<file path="src/rtl/controle_de_carga.sv">
// Program loader/run sequencer: packs host bytes big-endian into 32-bit words for instruction memory, then runs the CPU until halt.
// Latency: word write strobe one cycle after its 4th byte; RUN one cycle after the final write. host_ready is high only in LOAD.
module controle_de_carga #(
    parameter int ADDR_WIDTH = 10,
    parameter int START_ADDR = 1,
    parameter int MAX_WORDS  = 150
) (
    input  logic                  clock,
    input  logic                  reset,
    input  logic                  host_start,
    input  logic                  host_valid,
    input  logic [7:0]            host_byte,
    input  logic                  host_last,
    output logic                  host_ready,
    output logic                  mem_we,
    output logic [ADDR_WIDTH-1:0] mem_addr,
    output logic [31:0]           mem_wdata,
    input  logic [31:0]           cpu_pc,
    input  logic                  cpu_halt,
    output logic                  cpu_reset,
    output logic                  cpu_run,
    output logic [ADDR_WIDTH-1:0] word_count,
    output logic                  load_error
);

    typedef enum logic [2:0] {IDLE, LOAD, START, RUN, HALT} state_t;

    localparam logic [ADDR_WIDTH-1:0] START_PTR = ADDR_WIDTH'(START_ADDR);
    localparam logic [ADDR_WIDTH-1:0] MAX_CNT   = ADDR_WIDTH'(MAX_WORDS);
    localparam logic [ADDR_WIDTH-1:0] ONE       = ADDR_WIDTH'(1);

    state_t                state_q, state_d;
    logic [ADDR_WIDTH-1:0] ptr_q, ptr_d;
    logic [ADDR_WIDTH-1:0] cnt_q, cnt_d;
    logic [1:0]            idx_q, idx_d;
    logic [23:0]           shift_q, shift_d;
    logic [31:0]           wdata_q, wdata_d;
    logic                  we_q, we_d;
    logic                  err_q, err_d;

    logic pc_unused;
    assign pc_unused = ^cpu_pc[31:ADDR_WIDTH];

    always_ff @(posedge clock or posedge reset) begin
        if (reset) begin
            state_q <= IDLE;
            ptr_q   <= START_PTR;
            cnt_q   <= '0;
            idx_q   <= '0;
            shift_q <= '0;
            wdata_q <= '0;
            we_q    <= 1'b0;
            err_q   <= 1'b0;
        end else begin
            state_q <= state_d;
            ptr_q   <= ptr_d;
            cnt_q   <= cnt_d;
            idx_q   <= idx_d;
            shift_q <= shift_d;
            wdata_q <= wdata_d;
            we_q    <= we_d;
            err_q   <= err_d;
        end
    end

    always_comb begin
        state_d = state_q;
        ptr_d   = ptr_q;
        cnt_d   = cnt_q;
        idx_d   = idx_q;
        shift_d = shift_q;
        wdata_d = wdata_q;
        we_d    = 1'b0;
        err_d   = err_q;

        // The pointer advances only after the strobe cycle so address and data stay aligned.
        if (we_q) begin
            ptr_d = ptr_q + ONE;
        end

        unique case (state_q)
            IDLE, HALT: begin
                if (host_start) begin
                    state_d = LOAD;
                    ptr_d   = START_PTR;
                    cnt_d   = '0;
                    idx_d   = '0;
                    err_d   = 1'b0;
                end
            end
            LOAD: begin
                if (host_valid) begin
                    if (idx_q == 2'd0 && cnt_q == MAX_CNT) begin
                        err_d   = 1'b1;
                        state_d = IDLE;
                    end else if (idx_q == 2'd3) begin
                        wdata_d = {shift_q, host_byte};
                        we_d    = 1'b1;
                        cnt_d   = cnt_q + ONE;
                        idx_d   = '0;
                        if (host_last) begin
                            state_d = START;
                        end
                    end else begin
                        shift_d = {shift_q[15:0], host_byte};
                        idx_d   = idx_q + 2'd1;
                        if (host_last) begin
                            err_d   = 1'b1;
                            state_d = IDLE;
                        end
                    end
                end
            end
            START: state_d = RUN;
            RUN: begin
                if (cpu_halt) begin
                    state_d = HALT;
                end
            end
            default: state_d = IDLE;
        endcase
    end

    assign host_ready = (state_q == LOAD);
    assign cpu_run    = (state_q == RUN);
    assign cpu_reset  = (state_q != RUN);
    assign mem_addr   = (state_q == RUN) ? cpu_pc[ADDR_WIDTH-1:0] : ptr_q;
    assign mem_we     = we_q;
    assign mem_wdata  = wdata_q;
    assign word_count = cnt_q;
    assign load_error = err_q;

endmodule

</file>
<file path="config.mk">
export PLATFORM = sky130hd
export DESIGN_NAME = controle_de_carga
export DESIGN_NICKNAME = d
export VERILOG_FILES = /design/src/rtl/controle_de_carga.sv
export SDC_FILE = /design/constraint.sdc
export NUM_CORES = 1
export LEC_CHECK = 0
export CAP_MARGIN = 20
export CORE_MARGIN = 3
export CORE_UTILIZATION = 38
export DETAILED_ROUTE_END_ITERATION = 8
export GPL_TIMING_DRIVEN = 0
export PLACE_DENSITY = 0.68
export SYNTH_ARGS = -nofsm -noshare
export SYNTH_HDL_FRONTEND = slang
export SYNTH_SLANG_ARGS = --single-unit
</file>
<file path="constraint.sdc">
create_clock -name clock -period 2.65 [get_ports clock]
set_input_delay 0.3975 -clock clock [delete_from_list [all_inputs] [get_ports clock]]
set_output_delay 0.3975 -clock clock [all_outputs]
set_load 0.005 [all_outputs]
</file>
; ---- Word level (Yosys, flattened, before mapping)
; Index checks and enable logic that the tools add are counted.
[word_totals]
regBits = 83
out_inout_bits = 57
word_cells = 70
[op_classes]
addsub = 3
eq_ne = 14
mux = 32
n_bitwise = 2
n_reduce_logical = 11
[ops]
columns = operator, count
row1 = 2-to-1 mux 10 bit, 8
row2 = 2-to-1 mux 3 bit, 7
row3 = adder 10 x 1 -> 10 bit (second input constant), 2
row4 = one-hot mux 10 bit (2 select lines), 1
row5 = AND reduction 4 bit, 4
row6 = one-hot mux 3 bit (4 select lines), 1
row7 = == test 10 x 8 -> 1 bit (second input constant), 1
row8 = AND reduction 5 bit, 2
row9 = 2-to-1 mux 1 bit, 9
row10 = 2-to-1 mux 2 bit, 4
row11 = != test 2 bit (second input constant), 4
row12 = == test 3 x 2 -> 1 bit (second input constant), 2
row13 = != test 3 x 2 -> 1 bit (second input constant), 2
row14 = one-hot mux 2 bit (2 select lines), 1
row15 = == test 3 x 1 -> 1 bit (second input constant), 1
row16 = == test 3 bit (second input constant), 1
row17 = logical NOT 3 bit, 1
row18 = != test 3 bit (second input constant), 1
row19 = adder 2 x 1 -> 2 bit (second input constant), 1
row20 = == test 2 bit (second input constant), 1
row21 = logical NOT 2 bit, 1
row22 = != test 2 x 1 -> 1 bit (second input constant), 1
row23 = NOT 1 bit, 2
row24 = one-hot mux 1 bit (2 select lines), 1
row25 = 3 further kinds, 3

; ---- Depth between registers and ports, before layout
; Gate-level depths: netlist (run 1).
[depth]
ltp_word = 5
ltp_mapped = 7

; ---- Least setup slack after synthesis (run 1)
; OpenSTA, ideal clock, no wires.
[synth_timing]
path_type = flip-flop to flip-flop
startpoint = reg cnt_q[0] (netlist: word_count[0])
endpoint = reg shift_q[0]
setup_ns = 0.125
arrival_ns = 1.872
required_time_ns = 2.525
slack_ns = 0.653
stages_incl_launch_ff = 8
cell_sequence = dfrtp_1 > inv_1 > ha_1 > nand4bb_1 > o311ai_2 > nor2_4 > buf_12 > mux2_4
[synth_between]
elab_chain_cells = 4
[synth_lines]
columns = item, line
row1 = start: declaration, 34  ; logic [ADDR_WIDTH-1:0] cnt_q, cnt_d;
row2 = start signal: assignment, 57  ; cnt_q <= cnt_d;
row3 = == test 10 x 8 -> 1 bit, 93  ; if (idx_q == 2'd0 && cnt_q == MAX_CNT) begin
row4 = logical AND 1 bit, 93
row5 = NOT 1 bit (no source line), n/a
row6 = AND reduction 4 bit (no source line), n/a
row7 = end signal: assignment, 59  ; shift_q <= shift_d;
row8 = end: declaration, 36  ; logic [23:0] shift_q, shift_d;
; Every way passes these cells.
; A chain may end at the register's enable or synchronous reset.

; ---- Final worst setup path (run 1)
[layout_timing]
startpoint = reg state_q[1]
endpoint = out mem_addr[7]
[layout_between]
elab_chain_cells = 2
[layout_lines]
columns = item, line
row1 = start: declaration, 32  ; state_t state_q, state_d;
row2 = start signal: assignment, 55  ; state_q <= state_d;
row3 = == test 3 x 2 -> 1 bit, 127  ; assign mem_addr = (state_q == RUN) ? cpu_pc[ADDR_WIDTH-1:0] : ptr_q;
row4 = 2-to-1 mux 10 bit, 127
row5 = end: declaration, 16  ; output logic [ADDR_WIDTH-1:0] mem_addr,
; Every way passes these cells.

==> results of run 1 <==
[sequential cells by signal, indices dropped and copies added (netlist names)]
register / count
load_error: 1
mem_we: 1
shift_q: 24
state_q: 3
word_count: 10
idx_q: 2
mem_wdata: 32
ptr_q: 10
[cell usage after synthesis, types with 2 or more instances]
cell type	n	area share (%)
ha_1	5	1.6
xor2_1	4	0.90
o31a_1	2	0.45
mux2i_1	2	0.51
mux2_2	23	6.6
a21oi_1	3	0.38
nand4bb_1	2	0.58
nand3_1	10	1.3
nand4_1	7	1.1
dfrtp_1	82	53
clkbuf_1	3	0.29
mux2_1	9	2.6
o211ai_1	2	0.38
a21o_1	3	0.58
buf_12	2	1.0
xnor2_1	4	0.90
o221ai_1	3	0.67
nor2_1	9	0.86
o31ai_1	3	0.58
buf_6	3	0.86
nand2_1	14	1.3
o21ai_0	9	1.2
nor3_1	5	0.64
mux2_4	35	13
inv_1	14	1.3
nand2b_1	2	0.32
[per-stage QoR]
stage	instance area (µm²)	setup TNS [ns]	util [%]	worst slack [ns]	instances
global placement	4870	-100.20	49.4	-1.22	500
floorplan	3910	0	-	0.117	287
CTS	5080	0	51.5	0.0193	517
finish	5090	0	51.6	0.122	517
detailed placement	4900	0	49.7	0.241	501
global route	5090	0	51.6	0.0300	517
[timing repair]
item,in CTS,in global routing
cloned,0,0
resized for setup,2,3
pin swaps,0,0
endpoints found under the setup margin,8,8
[how the worst max path moves through the flow]
stage          cells after the start            end  slack [ns]        from
2_1_floorplan                      1       idx_q[0]        0.12       reset
3_5_place_dp                       5    mem_addr[7]        0.24  state_q[1]
3_3_place_gp                       2  word_count[0]       -1.22       reset
6_report                           5    mem_addr[7]        0.12  state_q[1]
5_1_grt                            5    mem_addr[6]        0.03  state_q[1]
4_1_cts                            5    mem_addr[5]        0.02  state_q[1]
[where the power goes]
group	switching (µW)	total, µW	internal, µW
clock	479	828	349
combinational	799	2270	1470
sequential	399	2190	1790
total	1680	5290	3610
[worst max-delay path, stage by stage, from the launching register on]
cell and delay (ns):
dfrtp_1 0.46, nor2b_4 0.17, nand2_1 0.14, clkbuf_4 0.23, mux2_2 0.34, clkdlybuf4s50_1 0.45
[routing by layer]
| metal | wire, µm | vias to the layer above |
|---|---|---|
| met4 | 100 | 0 |
| met5 | 0 | - |
| met3 | 346 | 9 |
| met1 | 3920 | 1279 |
| met2 | 3860 | 70 |
| li1 | - | 1226 |
[cells by family (layout without fill, tap and decap cells)]
kind of cell | after synthesis | in the layout | synth area share, %
mux | 69 | 69 | 23.2
simple gates | 63 | 63 | 9.58
fa+ha+maj | 5 | 5 | 1.60
buf+inv | 24 | 121 | 3.88
xor+xnor | 8 | 8 | 1.79
flops | 83 | 83 | 53.2
compound gates | 35 | 35 | 6.76
[layout make-up]
cell class | count | area [µm²] | area share (%)
multi-input cells | 180 | 1680 | 33.1
repair buffers | 81 | 828 | 16.3
clock inverters | 6 | 48.8 | 0.958
well taps | 133 | 166 | 3.27
flip-flops and latches | 83 | 2080 | 40.8
inverters | 15 | 61.3 | 1.20
clock buffers | 10 | 128 | 2.51
plain buffers | 9 | 96.3 | 1.89
==> reports/metrics.cfg, run 1 <==
[outcome]
status = complete, no violations

[synthesis]
async_reset_ff_share_pct = 100
syn_avg_cell_area_um2 = 13.6
syn-cell-area_mm2 = 0.00391
synth_fp_nets = 338
synth_cells = 287
ys_types = 53
synth_edf_count = 0
yosysWarnings = 0
synth_ff_type = dfrtp_1
ys_seq_elements = 83
yosysSeqAreaShare_pct = 53.2

[die]
io_pins = 103
core_area_mm2 = 0.00986
die_y_um = 107
num_rows = 36
dieArea_mm2 = 0.0115
start_util_pct = 39.6
die_w_um = 107

[global_routing]
grt_antenna_before_repair = 0
met1_usage_pct = 22.2
use_met2_pct = 22.7
use_met3_pct = 2.28
grt_pass1_wl_um = 13800
gr-max-usage-layer = met2
grt-ovfl-total = 0
track_usage_pct = 15.1
grt_max_degree = 46
grt_pass1_vias = 2606

[critical_path]
crit_fanout = 10
r2r-end = shift_q[16]
worstReg2RegStart = word_count[0]
endpoint_kind = primary output
regToRegSetupSlack_ns = 0.36
cp-start-kind = register
cp.arrival_ns = 2.13
ff2ff_path_depth = 7
critPathKind = register to primary output
critPathRequiredTime_ns = 2.25

[sta]
slew_viol_final = 0
final.hold.worst_slack_ns = 0.427
fmax_mhz = 396
final-setup-viol-count = 0
hold_viol = 0
rsz0062_at_grt = no
fin_crit_sh_pct = 95.4
finClkSkew_ns = 0.0137
worstMarginPinSlew_ns = 0.568
period_needed_ns = 2.53
slew-limit-headroom_pct = 62.1

[clock_network]
clkTransAtPathRegs_ns = 0.10
numCtsBuffers = 9
htreeDepth = 3
clk_latency_ns = 0.35
clockRootBuffer = clkbuf_8
postCtsSetupBuffers = 0
tritoncts = yes
hold_buffers = 0
numClockSinks = 83
clockBufferDepth = 2

[placement]
dpl.hpwl_um = 5760
port-buffer-count = 80
gp_congestion = 0.787

[drt]
first_pass_iters = 4
vias = 2584
antenna_left = 0
route.detailed.drc = 0
routed_via_density = 5.00
drt_wl_total_um = 8220
wl_per_cell_um = 15.9
drtIter0Drc = 76

[power_and_ir_drop]
vdd_drop_max_mv = 0.521
power.total_uw = 5290
leakagePower_uw = 0.00223
powerDensity_mw_per_mm2 = 1040

[final_layout]
fillers = 849
final_cell_mix = dfrtp_1, clkdlybuf4s50_1, mux2_4
area_growth_pct = 30.3
drive_above_1_share_pct = 24.2
nets = 430
num_antenna_cells = 0
final_common_cell = dfrtp_1

[flow_run]
drv_cap = 0

[hold_path]
holdCritPathClass = primary input to async pin

No activity file was read; power rests on OpenSTA's default activity.
==> inputs of run 2 (changes only) <==
Settings changed: GPL_TIMING_DRIVEN 0 to 1.
Clock period 2.65 ns to 2.25 ns, I/O delays scaled along.
==> run 2 against run 1 <==
Compared with the run above:
- total power grew 19%
- clock-buffer cell count is the same
- via count grew 1.5%
- sequential power grew 15%
- flip-flop and latch count is the same
==> reports/metrics.cfg, run 2 (synthesis gave the netlist of run 1 again) <==
[global_routing]
grt_max_degree = 38  ; -17%
grt-ovfl-total = 0  ; unchanged
grt_antenna_before_repair = 0  ; unchanged
grt_pass1_wl_um = 13400  ; -3.1%
grt_pass1_vias = 2669  ; +2.4%
track_usage_pct = 14.6  ; -0.50 points

[critical_path]
cp-start-kind = register
crit_fanout = 6  ; -4
ff2ff_path_depth = 7  ; unchanged
cp.arrival_ns = 1.85  ; -0.28 ns
regToRegSetupSlack_ns = 0.15  ; -0.21 ns
r2r-end = mem_wdata[11]
critPathRequiredTime_ns = 1.91  ; -0.34 ns
endpoint_kind = primary output
startpoint = state_q[2]
worstReg2RegStart = word_count[0]
critPathKind = register to primary output

[sta]
worstMarginPinSlew_ns = 0.522  ; -0.0463 ns
finClkSkew_ns = 0.0125  ; -0.00128 ns
fin_crit_sh_pct = 97.3
period_needed_ns = 2.19
hold_viol = 0  ; unchanged
slew_viol_final = 0  ; unchanged
final.setup.tns_ns = 0  ; unchanged
slew-limit-headroom_pct = 65.1  ; +3.1 points
fmax_mhz = 457
final-setup-viol-count = 0  ; unchanged
rsz0062_at_grt = yes
final.hold.worst_slack_ns = 0.372  ; -0.0547 ns

[drt]
antenna_left = 0  ; unchanged
first_pass_iters = 4  ; unchanged
wl_per_cell_um = 15.3  ; -3.7%
vias = 2623  ; +1.5%
routed_via_density = 4.97  ; -0.61%
drt_wl_total_um = 8090  ; -1.6%
route.detailed.drc = 0  ; unchanged
drtIter0Drc = 81  ; +6.6%

[clock_network]
htreeDepth = 3  ; unchanged
clkTransAtPathRegs_ns = 0.09  ; about the same
numClockSinks = 83  ; unchanged
hold_buffers = 0  ; unchanged
numCtsBuffers = 9  ; unchanged
clockRootBuffer = clkbuf_8
clk_latency_ns = 0.34  ; about the same
clockBufferDepth = 2  ; unchanged
tritoncts = yes

[die]
dieArea_mm2 = 0.0115  ; unchanged
core_area_mm2 = 0.00986  ; unchanged
num_rows = 36  ; unchanged
die_y_um = 107  ; unchanged
start_util_pct = 39.6  ; unchanged
die_w_um = 107  ; unchanged
io_pins = 103  ; unchanged

[power_and_ir_drop]
leakagePower_uw = 0.00230  ; +3.4%
vdd_drop_max_mv = 0.544  ; +4.4%
powerDensity_mw_per_mm2 = 1220  ; +17%
power.total_uw = 6300  ; +19%

[final_layout]
num_antenna_cells = 0  ; unchanged
final_area_mm2 = 0.00518  ; +1.7%
drive_above_1_share_pct = 27.3  ; +3.1 points
area_growth_pct = 32.5
largest_reg_flops = 32  ; unchanged
final_common_cell = dfrtp_1
final_cell_mix = dfrtp_1, clkdlybuf4s50_1, mux2_4
layoutNonFillerInstCount = 528  ; +2.1%
nets = 441  ; +2.6%

[placement]
dp.cells = 509  ; +1.6%
gp_congestion = 0.836  ; +6.2%
dpl.hpwl_um = 5510  ; -4.4%
placed_cell_area_mm2 = 0.00496  ; +1.1%
port-buffer-count = 80  ; unchanged

[hold_path]
holdCritPathClass = primary input to async pin

[outcome]
status = complete, no violations

[flow_run]
drv_cap = 0  ; unchanged

## run 2: changes by cell type in the layout (fill, tap and decap cells not counted), moves of 2 or more
cell / change
buf_4: +16
buf_6: -3
clkbuf_1: -2
clkdlybuf4s50_1: -2
dlymetal6s2s_1: +2
## run 2: area by class of cell
class,count,area [µm²]
clock buffer,10,128
clock inverter,6,50.0
fill,856,4690
inverter,15,62.6
multi-input combinational,181,1700
sequential,83,2080
tap,133,166
timing repair buffer,100,993
## run 2: routing by layer
layer	GRT usage, %	vias up	part of all wire [%]
met5	0	-	0
met1	20.4	1310	46
li1	-	1240	-
met3	2.88	6	4.1
met2	22.5	67	49
met4	5.41	0	0.93
## run 2: worst max-delay path: stages, from the launching register on
cell and delay, ns:
dfrtp_1 0.42, nor2b_4 0.22, nand2_2 0.14, mux2_2 0.25, clkdlybuf4s50_1 0.50
## run 2: what timing repair did
item | 4_1_cts | 5_1_grt
cloned | 0 | 1
pin swaps | 1 | 2
gates resized for setup | 4 | 3
buffers inserted | 1 | 1
setup endpoints to repair | 13 | 13
## run 2: how the worst max path moves through the flow
stage,to,slack (ns),depth (start not counted)
final,mem_addr[4],0.06,4
after global routing,mem_addr[6],-0.007,4
after CTS,mem_addr[7],0.03,3
after detailed placement,mem_addr[0],0.07,4
after global placement,idx_q[1],0.11,5
after floorplan,shift_q[0],0.25,7
## run 2: power breakdown
part	switching, µW	total, µW	internal, µW
registers	414	2520	2110
logic	999	2790	1790
clock network	568	981	413
## run 2: metrics by stage
| stage | utilization, % | setup WS [ns] |
|---|---|---|
| floorplan | - | 0.253 |
| global placement | 50.3 | 0.114 |
| detailed placement | 50.3 | 0.0662 |
| CTS | 52.3 | 0.0263 |
| global route | 52.5 | -0.00721 |
| finish | 52.5 | 0.0604 |
==> inputs of run 3 (changes only) <==
--- a/constraint.sdc
+++ b/constraint.sdc
@@ -3,2 +3,2 @@
 set_output_delay 0.3375 -clock clock [all_outputs]
-set_load 0.005 [all_outputs]
+set_load 0.02 [all_outputs]
==> run 3 against run 2 <==
Compared with the run above:
- wire length down 2.7%
- cell count down 0.76%
- global-route usage about the same
- largest cell class unchanged
==> reports/metrics.cfg, run 3 (synthesis gave the netlist of run 1 again) <==
[global_routing]
grt_antenna_before_repair = 0  ; unchanged
grt_max_degree = 39  ; +2.6%
grt_pass1_vias = 2667  ; -0.075%
grt-ovfl-total = 0  ; unchanged
track_usage_pct = 14.6  ; about the same
grt_pass1_wl_um = 13500  ; +0.87%

[power_and_ir_drop]
p_sw_share_pct = 34.9  ; +3.5 points
vdd_drop_max_mv = 0.639  ; +18%
power.switching_uw = 2380  ; +20%
pwr-share-comb_pct = 46.6  ; +2.3 points
leakagePower_uw = 0.00232  ; +0.65%
clkPwrFrac_pct = 16.3  ; +0.7 points
p_seq_share_pct = 37.1  ; -3.0 points
powerDensity_mw_per_mm2 = 1320  ; +8.4%
p_int_uw = 4430  ; +2.6%

[sta]
worstMarginPinSlew_ns = 0.488  ; -0.0335 ns
hold_viol = 0  ; unchanged
slew-limit-headroom_pct = 67.2  ; +2.1 points
fin_crit_sh_pct = 96.8  ; -0.53 points
fin_ws_ns = 0.0724  ; +0.0120 ns
final.setup.tns_ns = 0  ; unchanged
final-setup-viol-count = 0  ; unchanged
finClkSkew_ns = 0.00937  ; -0.00309 ns
fmax_mhz = 459  ; +0.55%
slew_viol_final = 0  ; unchanged
period_needed_ns = 2.18  ; -0.0120 ns
rsz0062_at_grt = no

[drt]
first_pass_iters = 4  ; unchanged
drt_wl_total_um = 7870  ; -2.7%
vias = 2612  ; -0.42%
antenna_left = 0  ; unchanged
wl_per_cell_um = 15.0  ; -2.0%
routed_via_density = 4.98  ; +0.34%
route.detailed.drc = 0  ; unchanged
drtIter0Drc = 104  ; +28%

[placement]
gp_congestion = 0.833  ; -0.36%
dp_slack_ns = -0.0000804  ; -0.0663 ns
port-buffer-count = 80  ; unchanged
dpl.hpwl_um = 5540  ; +0.59%

[critical_path]
crit_family = buffers and inverters
worst-path-buf-inv = 2  ; +1
critPathKind = register to primary output
critPathRequiredTime_ns = 1.91  ; about the same
cp-start-kind = register
crit_chain = nor2b_1, nand2_1, buf_6, mux2_2, dlygate4sd2_1
crit_path_max_incr_delay_ns = 0.45  ; -0.05 ns
crit_fanout = 12  ; +6
cpMaxStageDelayCell = dfrtp_2
endpoint_kind = primary output
cp.arrival_ns = 1.84  ; about the same

[die]
num_rows = 36  ; unchanged
core_area_mm2 = 0.00986  ; unchanged
die_w_um = 107  ; unchanged
start_util_pct = 39.6  ; unchanged
io_pins = 103  ; unchanged
die_y_um = 107  ; unchanged
dieArea_mm2 = 0.0115  ; unchanged

[clock_network]
hold_buffers = 0  ; unchanged
clkTransAtPathRegs_ns = 0.09  ; about the same
clk_latency_ns = 0.34  ; about the same
numCtsBuffers = 9  ; unchanged
clockBufferDepth = 2  ; unchanged
htreeDepth = 3  ; unchanged
clockRootBuffer = clkbuf_8
numClockSinks = 83  ; unchanged
tritoncts = yes

[final_layout]
fillers = 864  ; +0.93%
largest_reg_flops = 32  ; unchanged
final_common_cell = dfrtp_1
multiInputGateArea_mm2 = 0.00168  ; -1.3%
drive_above_1_share_pct = 26.9  ; -0.49 points
register_area_mm2 = 0.00208  ; about the same
nets = 437  ; -0.91%
final_util_pct = 52.3  ; -0.20 points
area_growth_pct = 32.0
final_cell_mix = dfrtp_1, clkdlybuf4s50_1, mux2_4
num_antenna_cells = 0  ; unchanged

[hold_path]
holdCritPathClass = primary input to async pin

[flow_run]
drv_cap = 0  ; unchanged

[outcome]
status = complete, no violations

[run 3: per-stage QoR]
step           instances  hold WS (ns)  cell area, µm²  total power (µW)
6_report             524         0.364            5160              6800
5_1_grt              524         0.402            5160              7240
4_1_cts              523         0.370            5140              6880
3_5_place_dp         506         0.478            4930              5760
3_3_place_gp         506         0.469            4930              5670
2_1_floorplan        287         0.444            3910              4550
[run 3: power groups by stage]
stage	registers [µW]	logic (µW)	clock network, µW
after CTS	2530	3210	1140
after floorplan	2900	1650	0
final	2530	3170	1110
after detailed placement	2560	3200	0
after global routing	2620	3400	1220
after global placement	2530	3140	0
[run 3: final timing paths]
path / from / endpoint / slack (ns) / cells after the start
setup / recovery: state_q[1] / mem_addr[3] / 0.07 / 5
max in group asynchronous: reset / ptr_q[0] / 1.33 / 3
min in group clock: mem_wdata[6] / mem_wdata[6] / 0.50 / 1
setup reg to reg: word_count[0] / mem_wdata[11] / 0.14 / 7
hold reg to reg: mem_wdata[6] / mem_wdata[6] / 0.50 / 1
hold / removal: reset / mem_wdata[0] / 0.36 / 2
[run 3: repair_timing]
action	CTS	global route
resized for setup	12	9
buffers inserted	1	1
setup endpoints to repair	12	12
pin swaps	0	0
cloned	0	0
[run 3: worst register-to-register path, delay by kind of cell, from the launching register on]
kind / cells / cell delay (ns)
flip-flops: 1 / 0.39
multiplexers: 1 / 0.31
adder cells (fa/ha/maj): 1 / 0.16
AND/OR/NAND/NOR: 2 / 0.38
AO/OA/AOI/OAI: 1 / 0.46
buffers and inverters: 2 / 0.31
[run 3: area by class of cell]
cell class	count	share of cell area [%]
Clock buffer	10	2.67
Tap cell	133	3.23
Inverter	15	1.21
Timing Repair Buffer	97	18.7
Multi-Input combinational cell	180	32.5
Clock inverter	6	1.38
Sequential cell	83	40.3
[run 3: routing by layer]
| metal | track usage (%) | part of all wire, % |
|---|---|---|
| met4 | 4.96 | 1.2 |
| met3 | 2.94 | 5.1 |
| met5 | 0 | 0 |
| met2 | 22.9 | 49 |
| met1 | 20.2 | 45 |
